--- config.mk ---
export PLATFORM = sky130hd
export DESIGN_NAME = sram_arbiter_flat
export DESIGN_NICKNAME = d
export VERILOG_FILES = /design/src/rtl/sram_arbiter_if.sv /design/src/rtl/sram_arbiter.sv /design/src/flat_wrapper.sv
export SDC_FILE = /design/constraint.sdc
export NUM_CORES = 1
export LEC_CHECK = 0
export ABC_AREA = 1
export CORE_ASPECT_RATIO = 1.4
export CORE_UTILIZATION = 25
export CTS_CLUSTER_DIAMETER = 40
export DETAILED_ROUTE_END_ITERATION = 16
export GPL_TIMING_DRIVEN = 0
export PLACE_DENSITY = 0.59
export SLEW_MARGIN = 25
export SYNTH_ARGS = -nofsm -noshare
export SYNTH_HDL_FRONTEND = slang
export SYNTH_SLANG_ARGS = --single-unit
--- constraint.sdc ---
create_clock -name clk -period 7.79 [get_ports clk]
set_input_delay 0.779 -clock clk [delete_from_list [all_inputs] [get_ports clk]]
set_output_delay 0.779 -clock clk [all_outputs]
set_load 0.005 [all_outputs]
--- src/rtl/sram_arbiter_if.sv ---
// Bundle of the two requester ports (A: data read/write, B: fetch read-only)
// and the split-data SRAM bus driven by the arbiter.
interface sram_arbiter_if;
    // Port A
    logic        a_req;
    logic        a_we;
    logic [19:0] a_addr;
    logic [31:0] a_wdata;
    logic [3:0]  a_be;
    logic        a_ack;
    logic [31:0] a_rdata;
    // Port B
    logic        b_req;
    logic [19:0] b_addr;
    logic        b_ack;
    logic [31:0] b_rdata;
    // SRAM side, controls active-low
    logic [19:0] ram_addr;
    logic [3:0]  ram_be_n;
    logic        ram_ce_n;
    logic        ram_oe_n;
    logic        ram_we_n;
    logic [31:0] ram_dout;
    logic        ram_dout_en;
    logic [31:0] ram_din;

    // Arbiter side
    modport slave (
        input  a_req, a_we, a_addr, a_wdata, a_be,
        input  b_req, b_addr,
        input  ram_din,
        output a_ack, a_rdata, b_ack, b_rdata,
        output ram_addr, ram_be_n, ram_ce_n, ram_oe_n, ram_we_n,
        output ram_dout, ram_dout_en
    );

    // Requesters plus SRAM device side
    modport master (
        output a_req, a_we, a_addr, a_wdata, a_be,
        output b_req, b_addr,
        output ram_din,
        input  a_ack, a_rdata, b_ack, b_rdata,
        input  ram_addr, ram_be_n, ram_ce_n, ram_oe_n, ram_we_n,
        input  ram_dout, ram_dout_en
    );
endinterface

--- src/rtl/sram_arbiter.sv ---
// Two-port round-robin arbiter for an asynchronous SRAM. Port A reads or
// writes with byte enables, port B only reads. Every SRAM output is a
// register loaded from the next-state decode, so strobes are glitch-free
// and appear in the first cycle of the state they belong to.
module sram_arbiter #(
    parameter int unsigned WAIT_CYCLES = 2   // strobe cycles per access, 1..15
) (
    input logic         clk,
    input logic         rst,
    sram_arbiter_if.slave bus
);

    typedef enum logic [2:0] {IDLE, RD, WR, WR_HOLD, DONE} state_t;

    state_t      state_q, state_nx;
    logic [3:0]  cnt_q, cnt_nx;
    logic        gnt_b_q, gnt_b_nx;     // current transaction belongs to B
    logic        last_b_q, last_b_nx;   // most recent grant went to B
    logic [19:0] addr_q, addr_nx;
    logic [31:0] wdata_q, wdata_nx;
    logic [3:0]  be_q, be_nx;
    logic        pick_b;

    logic [19:0] ram_addr_nx;
    logic [3:0]  ram_be_n_nx;
    logic        ram_ce_n_nx, ram_oe_n_nx, ram_we_n_nx, ram_dout_en_nx;
    logic [31:0] ram_dout_nx;
    logic        a_ack_nx, b_ack_nx;
    logic [31:0] a_rdata_nx, b_rdata_nx;

    // Next-state, request latching and registered-output decode
    always_comb begin
        // NOTE: every variable gets a default before the case so no path
        // leaves one unassigned and no latch is inferred.
        state_nx       = state_q;
        cnt_nx         = cnt_q;
        gnt_b_nx       = gnt_b_q;
        last_b_nx      = last_b_q;
        addr_nx        = addr_q;
        wdata_nx       = wdata_q;
        be_nx          = be_q;
        pick_b         = 1'b0;
        a_rdata_nx     = bus.a_rdata;
        b_rdata_nx     = bus.b_rdata;
        ram_addr_nx    = bus.ram_addr;
        ram_dout_nx    = bus.ram_dout;
        ram_be_n_nx    = 4'hF;
        ram_ce_n_nx    = 1'b1;
        ram_oe_n_nx    = 1'b1;
        ram_we_n_nx    = 1'b1;
        ram_dout_en_nx = 1'b0;
        a_ack_nx       = 1'b0;
        b_ack_nx       = 1'b0;

        unique case (state_q)
            IDLE: begin
                if (bus.a_req || bus.b_req) begin
                    // On a tie the port that did not win last time goes first
                    pick_b    = bus.b_req && (!bus.a_req || !last_b_q);
                    gnt_b_nx  = pick_b;
                    last_b_nx = pick_b;
                    addr_nx   = pick_b ? bus.b_addr : bus.a_addr;
                    wdata_nx  = bus.a_wdata;
                    be_nx     = pick_b ? 4'h0 : bus.a_be;
                    cnt_nx    = 4'(WAIT_CYCLES - 1);
                    state_nx  = (!pick_b && bus.a_we) ? WR : RD;
                end
            end
            RD: begin
                if (cnt_q == 4'd0) begin
                    if (gnt_b_q) b_rdata_nx = bus.ram_din;
                    else         a_rdata_nx = bus.ram_din;
                    state_nx = DONE;
                end else begin
                    cnt_nx = cnt_q - 4'd1;
                end
            end
            WR: begin
                if (cnt_q == 4'd0) state_nx = WR_HOLD;
                else               cnt_nx   = cnt_q - 4'd1;
            end
            WR_HOLD: state_nx = DONE;
            // Requests are deliberately ignored here so a held req is not re-served
            DONE:    state_nx = IDLE;
            default: state_nx = IDLE;
        endcase

        // Outputs are decoded from the state being entered
        unique case (state_nx)
            RD: begin
                ram_addr_nx = addr_nx;
                ram_ce_n_nx = 1'b0;
                ram_oe_n_nx = 1'b0;
                ram_be_n_nx = 4'h0;
            end
            WR, WR_HOLD: begin
                ram_addr_nx    = addr_nx;
                ram_dout_nx    = wdata_nx;
                ram_ce_n_nx    = 1'b0;
                ram_we_n_nx    = (state_nx == WR_HOLD);
                ram_be_n_nx    = ~be_nx;
                ram_dout_en_nx = 1'b1;
            end
            DONE: begin
                a_ack_nx = !gnt_b_nx;
                b_ack_nx = gnt_b_nx;
            end
            default: ;
        endcase
    end

    // State and output registers; reset aborts any access immediately
    always_ff @(posedge clk or posedge rst) begin
        if (rst) begin
            state_q         <= IDLE;
            cnt_q           <= 4'd0;
            gnt_b_q         <= 1'b0;
            last_b_q        <= 1'b1;
            addr_q          <= '0;
            wdata_q         <= '0;
            be_q            <= '0;
            bus.ram_addr    <= '0;
            bus.ram_be_n    <= 4'hF;
            bus.ram_ce_n    <= 1'b1;
            bus.ram_oe_n    <= 1'b1;
            bus.ram_we_n    <= 1'b1;
            bus.ram_dout    <= '0;
            bus.ram_dout_en <= 1'b0;
            bus.a_ack       <= 1'b0;
            bus.b_ack       <= 1'b0;
            bus.a_rdata     <= '0;
            bus.b_rdata     <= '0;
        end else begin
            // NOTE: non-blocking assignments so every register samples the
            // pre-edge values regardless of statement order.
            state_q         <= state_nx;
            cnt_q           <= cnt_nx;
            gnt_b_q         <= gnt_b_nx;
            last_b_q        <= last_b_nx;
            addr_q          <= addr_nx;
            wdata_q         <= wdata_nx;
            be_q            <= be_nx;
            bus.ram_addr    <= ram_addr_nx;
            bus.ram_be_n    <= ram_be_n_nx;
            bus.ram_ce_n    <= ram_ce_n_nx;
            bus.ram_oe_n    <= ram_oe_n_nx;
            bus.ram_we_n    <= ram_we_n_nx;
            bus.ram_dout    <= ram_dout_nx;
            bus.ram_dout_en <= ram_dout_en_nx;
            bus.a_ack       <= a_ack_nx;
            bus.b_ack       <= b_ack_nx;
            bus.a_rdata     <= a_rdata_nx;
            bus.b_rdata     <= b_rdata_nx;
        end
    end

endmodule

--- src/flat_wrapper.sv ---
// flat-port wrapper written by rule: the top's interface ports become plain ports
module sram_arbiter_flat 
#(
    parameter int unsigned WAIT_CYCLES = 2                                     
)
  (clk, rst, bus_a_req, bus_a_we, bus_a_addr, bus_a_wdata, bus_a_be, bus_b_req, bus_b_addr, bus_ram_din, bus_a_ack, bus_a_rdata, bus_b_ack, bus_b_rdata, bus_ram_addr, bus_ram_be_n, bus_ram_ce_n, bus_ram_oe_n, bus_ram_we_n, bus_ram_dout, bus_ram_dout_en);
  sram_arbiter_if bus_i ();
  input logic clk;
  input logic rst;
  input wire logic [$bits(bus_i.a_req)-1:0] bus_a_req;
  input wire logic [$bits(bus_i.a_we)-1:0] bus_a_we;
  input wire logic [$bits(bus_i.a_addr)-1:0] bus_a_addr;
  input wire logic [$bits(bus_i.a_wdata)-1:0] bus_a_wdata;
  input wire logic [$bits(bus_i.a_be)-1:0] bus_a_be;
  input wire logic [$bits(bus_i.b_req)-1:0] bus_b_req;
  input wire logic [$bits(bus_i.b_addr)-1:0] bus_b_addr;
  input wire logic [$bits(bus_i.ram_din)-1:0] bus_ram_din;
  output wire logic [$bits(bus_i.a_ack)-1:0] bus_a_ack;
  output wire logic [$bits(bus_i.a_rdata)-1:0] bus_a_rdata;
  output wire logic [$bits(bus_i.b_ack)-1:0] bus_b_ack;
  output wire logic [$bits(bus_i.b_rdata)-1:0] bus_b_rdata;
  output wire logic [$bits(bus_i.ram_addr)-1:0] bus_ram_addr;
  output wire logic [$bits(bus_i.ram_be_n)-1:0] bus_ram_be_n;
  output wire logic [$bits(bus_i.ram_ce_n)-1:0] bus_ram_ce_n;
  output wire logic [$bits(bus_i.ram_oe_n)-1:0] bus_ram_oe_n;
  output wire logic [$bits(bus_i.ram_we_n)-1:0] bus_ram_we_n;
  output wire logic [$bits(bus_i.ram_dout)-1:0] bus_ram_dout;
  output wire logic [$bits(bus_i.ram_dout_en)-1:0] bus_ram_dout_en;
  assign bus_i.a_req = bus_a_req;
  assign bus_i.a_we = bus_a_we;
  assign bus_i.a_addr = bus_a_addr;
  assign bus_i.a_wdata = bus_a_wdata;
  assign bus_i.a_be = bus_a_be;
  assign bus_i.b_req = bus_b_req;
  assign bus_i.b_addr = bus_b_addr;
  assign bus_i.ram_din = bus_ram_din;
  assign bus_a_ack = bus_i.a_ack;
  assign bus_a_rdata = bus_i.a_rdata;
  assign bus_b_ack = bus_i.b_ack;
  assign bus_b_rdata = bus_i.b_rdata;
  assign bus_ram_addr = bus_i.ram_addr;
  assign bus_ram_be_n = bus_i.ram_be_n;
  assign bus_ram_ce_n = bus_i.ram_ce_n;
  assign bus_ram_oe_n = bus_i.ram_oe_n;
  assign bus_ram_we_n = bus_i.ram_we_n;
  assign bus_ram_dout = bus_i.ram_dout;
  assign bus_ram_dout_en = bus_i.ram_dout_en;
  sram_arbiter #(.WAIT_CYCLES(WAIT_CYCLES)) u_core (.clk(clk), .rst(rst), .bus(bus_i));
endmodule
==> After elaboration in Yosys (flattened, before gate mapping) <==
Cells that the tools add are included.
{ "totals": {"regBits": 191, "word_cells": 73, "out_inout_bits": 126, "input_bits": 113} }
{ "op_classes": {"muxes": 25, "bitwise_logic": 2, "add_sub_neg": 1, "eq_ne": 9, "n_reduce_logical": 18} }
{ "ops": {"columns": ["operator", "n"], "rows": [
  ["$mux 32", 2],
  ["$mux 20", 3],
  ["$mux 4", 5],
  ["$pmux 4 s2", 2],
  ["$eq 3x2->1 const B", 4],
  ["$pmux 3 s4", 1],
  ["$mux 3", 3],
  ["$reduce_and 3->1", 3],
  ["$mux 1", 8],
  ["$eq 3x1->1 const B", 2],
  ["$logic_not 1->1", 4],
  ["$logic_not 4->1", 1],
  ["$not 4->4", 1],
  ["$reduce_or 2->1", 2],
  ["$sub 4x1->4 const B", 1],
  ["$eq 3x3->1 const B", 1],
  ["$logic_not 3->1", 1],
  ["$reduce_or 3->1", 1],
  ["$logic_and 1x1->1", 2],
  ["$logic_or 1x1->1", 2],
  ["$mux 2", 1],
  ["$ne 2x1->1 const B", 1],
  ["$ne 2x2->1 const B", 1],
  ["$reduce_and 2->1", 1],
  ["other kinds (2)", 2]
]} }

==> Longest topological paths before layout <==
{ "logic_depth": {"depth_word": 11, "mapped_depth": 9, "depth_no_buf": 8} }

==> Worst setup path after synthesis <==
Ideal clock, no wire load.
{ "synth_path": {"path_kind": "input to register", "startpoint": "in bus_a_req", "endpoint": "reg u_core.bus.ram_dout[10]", "setup_ns": 0.065, "required_ns": 7.725, "t_arrival_ns": 1.616, "path_buffers": 2, "stages": 8, "slack_ns": 6.109, "cell_sequence": "nand2_1 -> nand2_2 -> nand3_2 -> a21boi_1 -> buf_4 -> buf_4 -> nand2_1 -> nand2_1"} }
{ "synth_between": {"elab_chain_cells": 10, "word_cells_on_any_way": 14, "cone_classes": "2 x eq/ne; 5 x mux; 7 x reduce/logical"} }
{ "synth_rtl": {"columns": ["element", "line", "rtl"], "rows": [
  ["from (decl)", "flat_wrapper.sv:10", "input wire logic [$bits(bus_i.a_req)-1:0] bus_a_req;"],
  ["$logic_not 1->1", "sram_arbiter.sv:59", "pick_b = bus.b_req && (!bus.a_req || !last_b_q);"],
  ["$logic_or 1x1->1", "sram_arbiter.sv:59", null],
  ["$logic_and 1x1->1", "sram_arbiter.sv:59", null],
  ["$logic_not 1->1", "sram_arbiter.sv:66", "state_nx = (!pick_b && bus.a_we) ? WR : RD;"],
  ["$logic_and 1x1->1", "sram_arbiter.sv:66", null],
  ["$mux 2", "sram_arbiter.sv:66", null],
  ["$mux 3", "sram_arbiter.sv:57", "if (bus.a_req || bus.b_req) begin"],
  ["$pmux 3 s4", "sram_arbiter.sv:55", "unique case (state_q)"],
  ["$eq 3x2->1", "sram_arbiter.sv:89", "unique case (state_nx)"],
  ["$reduce_or 2->1", "sram_arbiter.sv:89", null],
  ["to (signal assigned)", "sram_arbiter.sv:148", "bus.ram_dout <= ram_dout_nx;"],
  ["to (decl)", "sram_arbiter_if.sv:34", "output ram_dout, ram_dout_en"]
]} }
Parallel ways exist; a longest one is shown, timed or not.
A chain may end at the register's enable or synchronous reset.

==> Worst setup path in the final report <==
{ "layout_path": {"startpoint": "reg u_core.bus.ram_oe_n", "endpoint": "out bus_ram_oe_n"} }
{ "layout_rtl": {"columns": ["element", "line", "rtl"], "rows": [
  ["from (decl)", "sram_arbiter_if.sv:33", "output ram_addr, ram_be_n, ram_ce_n, ram_oe_n, ram_we_n,"],
  ["from (signal assigned)", "sram_arbiter.sv:146", "bus.ram_oe_n <= ram_oe_n_nx;"],
  ["to (decl)", "flat_wrapper.sv:25", "output wire logic [$bits(bus_i.ram_oe_n)-1:0] bus_ram_oe_n;"]
]} }
No word-level cell between the ends.

==> impl_metrics.env <==
export IMPL_slew_headroom_pct=63.7
export IMPL_setup_viol=0
export IMPL_design_final_nets=1242
export IMPL_synth_top_cells_by_count="395 x nand2_1, 183 x dfrtp_1, 70 x inv_1"
export IMPL_cp_data_required_time_ns=7.01
export IMPL_yosys_area_share_adder_pct=0.162
export IMPL_total_power_mw=4.55
export IMPL_synth_most_common_cell="nand2_1"
export IMPL_clock_skew_ns=0.00898
export IMPL_hpwl_um=16300
export IMPL_dieArea_um2=31600
export IMPL_start_util_pct=25.6
export IMPL_seq_area_um2=4790
export IMPL_syn_to_final_growth_pct=45.5
export IMPL_ant_nets=0
export IMPL_synth_top_family_by_area="simple AND/OR/NAND/NOR gates"
export IMPL_grt_use_total_pct=14.7
export IMPL_synthSimpleGateAreaFrac_pct=26.5
export IMPL_layout_drive_gt1_share_pct=6.92
export IMPL_fp_row_count=75
export IMPL_ys_seq_area_share_pct=62.1
export IMPL_n_fill_cell=3011
export IMPL_syn_avg_cell_area_um2=8.88
export IMPL_reg2reg_from="u_core.cnt_q[0]"
export IMPL_cts_path_max_buffers=2
export IMPL_hp_start="u_core.last_b_q"
export IMPL_holdBufCountCts=0
export IMPL_period_needed_ns=2.25
export IMPL_async_flop_share_pct=100
export IMPL_io_buffers=238
export IMPL_drt_initial_drc_count=217
export IMPL_post_cts_buffers=0
export IMPL_drv_cap=0
export IMPL_synthMuxAreaShare_pct=0
export IMPL_synth_edf_count=0
export IMPL_clk_latency_ns=0.43
export IMPL_clockRootBuffer="clkbuf_16"
export IMPL_synth_net_count=983
export IMPL_grt_pass1_wl_um=35600
export IMPL_worstPathBufferInverterCount=1
export IMPL_cts_tree="built"
export IMPL_drtPass1Iterations=4
export IMPL_synthCells=869
export IMPL_multi_input_area_um2=2420
export IMPL_leakagePower_nw=5.56
export IMPL_rsz0062_at_grt="false"
export IMPL_critPathMaxFanout=1
export IMPL_ys_types=24
export IMPL_p_per_area_nw_per_um2=405
export IMPL_startpoint="u_core.bus.ram_oe_n"
export IMPL_yosysTopAreaCell="dfrtp_1"
export IMPL_clk_pin_slew_ns=0.07
export IMPL_wl_um=22400
export IMPL_yosys_top_cells_area="dfrtp_1 59%, nand2_1 19%, o21ai_0 4.3%"
export IMPL_hold_path_class="reg -> reg"
export IMPL_critPathKind="reg -> out"
export IMPL_cts_repair_resized=0
export IMPL_cp_end_kind="output port"
export IMPL_viasPerCell=4.19
export IMPL_wl_per_cell_um=14.7
export IMPL_place_congestion=0.771
export IMPL_core_region_area_um2=30100
export IMPL_peakVddDrop_v=0.000166
export IMPL_grt_overflow_total=0
export IMPL_ys_flop_type="dfrtp_1"
export IMPL_yosysTopAreaCellShare_pct=59.4
export IMPL_synth_compound_area_share_pct=4.64
export IMPL_slew_violations=0
export IMPL_diodes=0
export IMPL_fin_util_pct=37.3
export IMPL_worst_pin_slew_ns=0.544
export IMPL_crit_slowest_cell="clkdlybuf4s50_1"
export IMPL_grt_pass1_vias=6654
export IMPL_synth_area_um2=7710
export IMPL_cp_cell_sequence="clkdlybuf4s50_1"
export IMPL_fmax_ghz=0.444
export IMPL_crit_path_max_incr_delay_ns=0.53
export IMPL_worstSetupStartpointType="flip-flop"
export IMPL_whs_ns=0.471
export IMPL_cts_buffers=17
export IMPL_cp_arrival_ns=1.47
export IMPL_ios=239
export IMPL_drc=0
export IMPL_antenna_found_initial=0
export IMPL_grt_max_degree=97
export IMPL_synth_xor_area_share_pct=0.114
export IMPL_cp_top_family="buffers and inverters"
export IMPL_vias=6391
export IMPL_htreeDepth=4
export IMPL_clock_sinks=191
export IMPL_ys_ff_latch=191
export IMPL_yosysWarnings=0
export IMPL_status="complete, no violations"
export IMPL_dieHeight_um=210
export IMPL_timing_final_crit_share_pct=28.9
export IMPL_dieWidth_um=150
export IMPL_hold_violations=0
[logic make-up (layout without fill, tap and decap cells)]
kind of cell / after synthesis / count (layout)
AO/OA/AOI/OAI: 70 / 70
AND/OR/NAND/NOR: 489 / 489
adder cells (fa/ha/maj): 1 / 1
buffers and inverters: 117 / 389
XOR/XNOR: 1 / 1
flip-flops: 191 / 191
[metrics by stage]
stage	std cells	instance area [µm²]	setup TNS [ns]	setup WS, ns
floorplan	869	7710	0	1.83
global placement	1492	10600	-145.39	-0.821
detailed placement	1494	10600	0	5.13
CTS	1526	11200	0	5.51
global route	1526	11200	0	5.46
finish	1526	11200	0	5.54
[worst min-delay path, delay by kind of cell, from the launching register on]
kind          cells  cell delay (ns)
flops             1             0.37
simple gates      2             0.10
[layer usage]
| metal | vias to the layer above | part of all wire (%) | global-route usage [%] |
|---|---|---|---|
| li1 | 3202 | - | - |
| met1 | 2982 | 41 | 17.0 |
| met2 | 199 | 50 | 25.5 |
| met3 | 8 | 8.1 | 4.85 |
| met4 | 0 | 0.87 | 4.18 |
| met5 | - | 0 | 0 |
[power by group]
group | internal (mW) | switching (mW)
Clock | 0.486 | 0.393
Sequential | 1.49 | 0.228
Combinational | 0.948 | 1.00
[registers in the layout, indices dropped and copies added (netlist names), 3 cells and up]
name                 count
u_core.state_q           3
u_core.bus.ram_be_n      4
u_core.addr_q           20
u_core.bus.ram_addr     20
u_core.bus.ram_dout     32
u_core.be_q              4
u_core.bus.a_rdata      32
u_core.cnt_q             4
u_core.wdata_q          32
u_core.bus.b_rdata      32
[path summary, 6_finish.rpt]
path,end,slack (ns),cells after the start
max in group asynchronous,u_core.wdata_q[0],6.45,3
max,bus_ram_oe_n,5.54,1
max reg2reg,u_core.bus.a_rdata[18],5.76,7
min reg2reg,u_core.last_b_q,0.47,2
min in group asynchronous,u_core.bus.a_rdata[21],0.65,2
min,u_core.last_b_q,0.47,2
[cell type report]
class                   instances  area share [%]
flip-flops and latches        191            42.7
repair buffers                240            21.7
inverters                      72            2.47
multi-input cells             561            21.6
plain buffers                  45            2.05
clock buffers                  21            4.01
clock inverters                11            1.18
well taps                     385            4.29
[cells in the final DEF, fill, tap and decap left out]
| cell | instances |
|---|---|
| a21boi_0 | 1 |
| a21boi_1 | 1 |
| a21oi_1 | 1 |
| buf_1 | 1 |
| buf_16 | 2 |
| buf_2 | 19 |
| buf_4 | 8 |
| buf_6 | 1 |
| bufinv_16 | 2 |
| clkbuf_1 | 19 |
| clkbuf_16 | 17 |
| clkbuf_8 | 1 |
| clkdlybuf4s50_1 | 238 |
| clkinv_4 | 1 |
| clkinvlp_4 | 5 |
| dfrtp_1 | 183 |
| dfstp_2 | 8 |
| ha_1 | 1 |
| inv_1 | 69 |
| inv_2 | 2 |
| inv_6 | 3 |
| inv_8 | 1 |
| nand2_1 | 395 |
| nand2_2 | 3 |
| nand3_1 | 26 |
| nand3_2 | 4 |
| nand3b_1 | 21 |
| nand4_1 | 20 |
| nor2_1 | 18 |
| nor2_4 | 2 |
| o211ai_1 | 1 |
| o21ai_0 | 66 |
| xor2_1 | 1 |
Note: power is estimated with default switching activity, not from simulation.
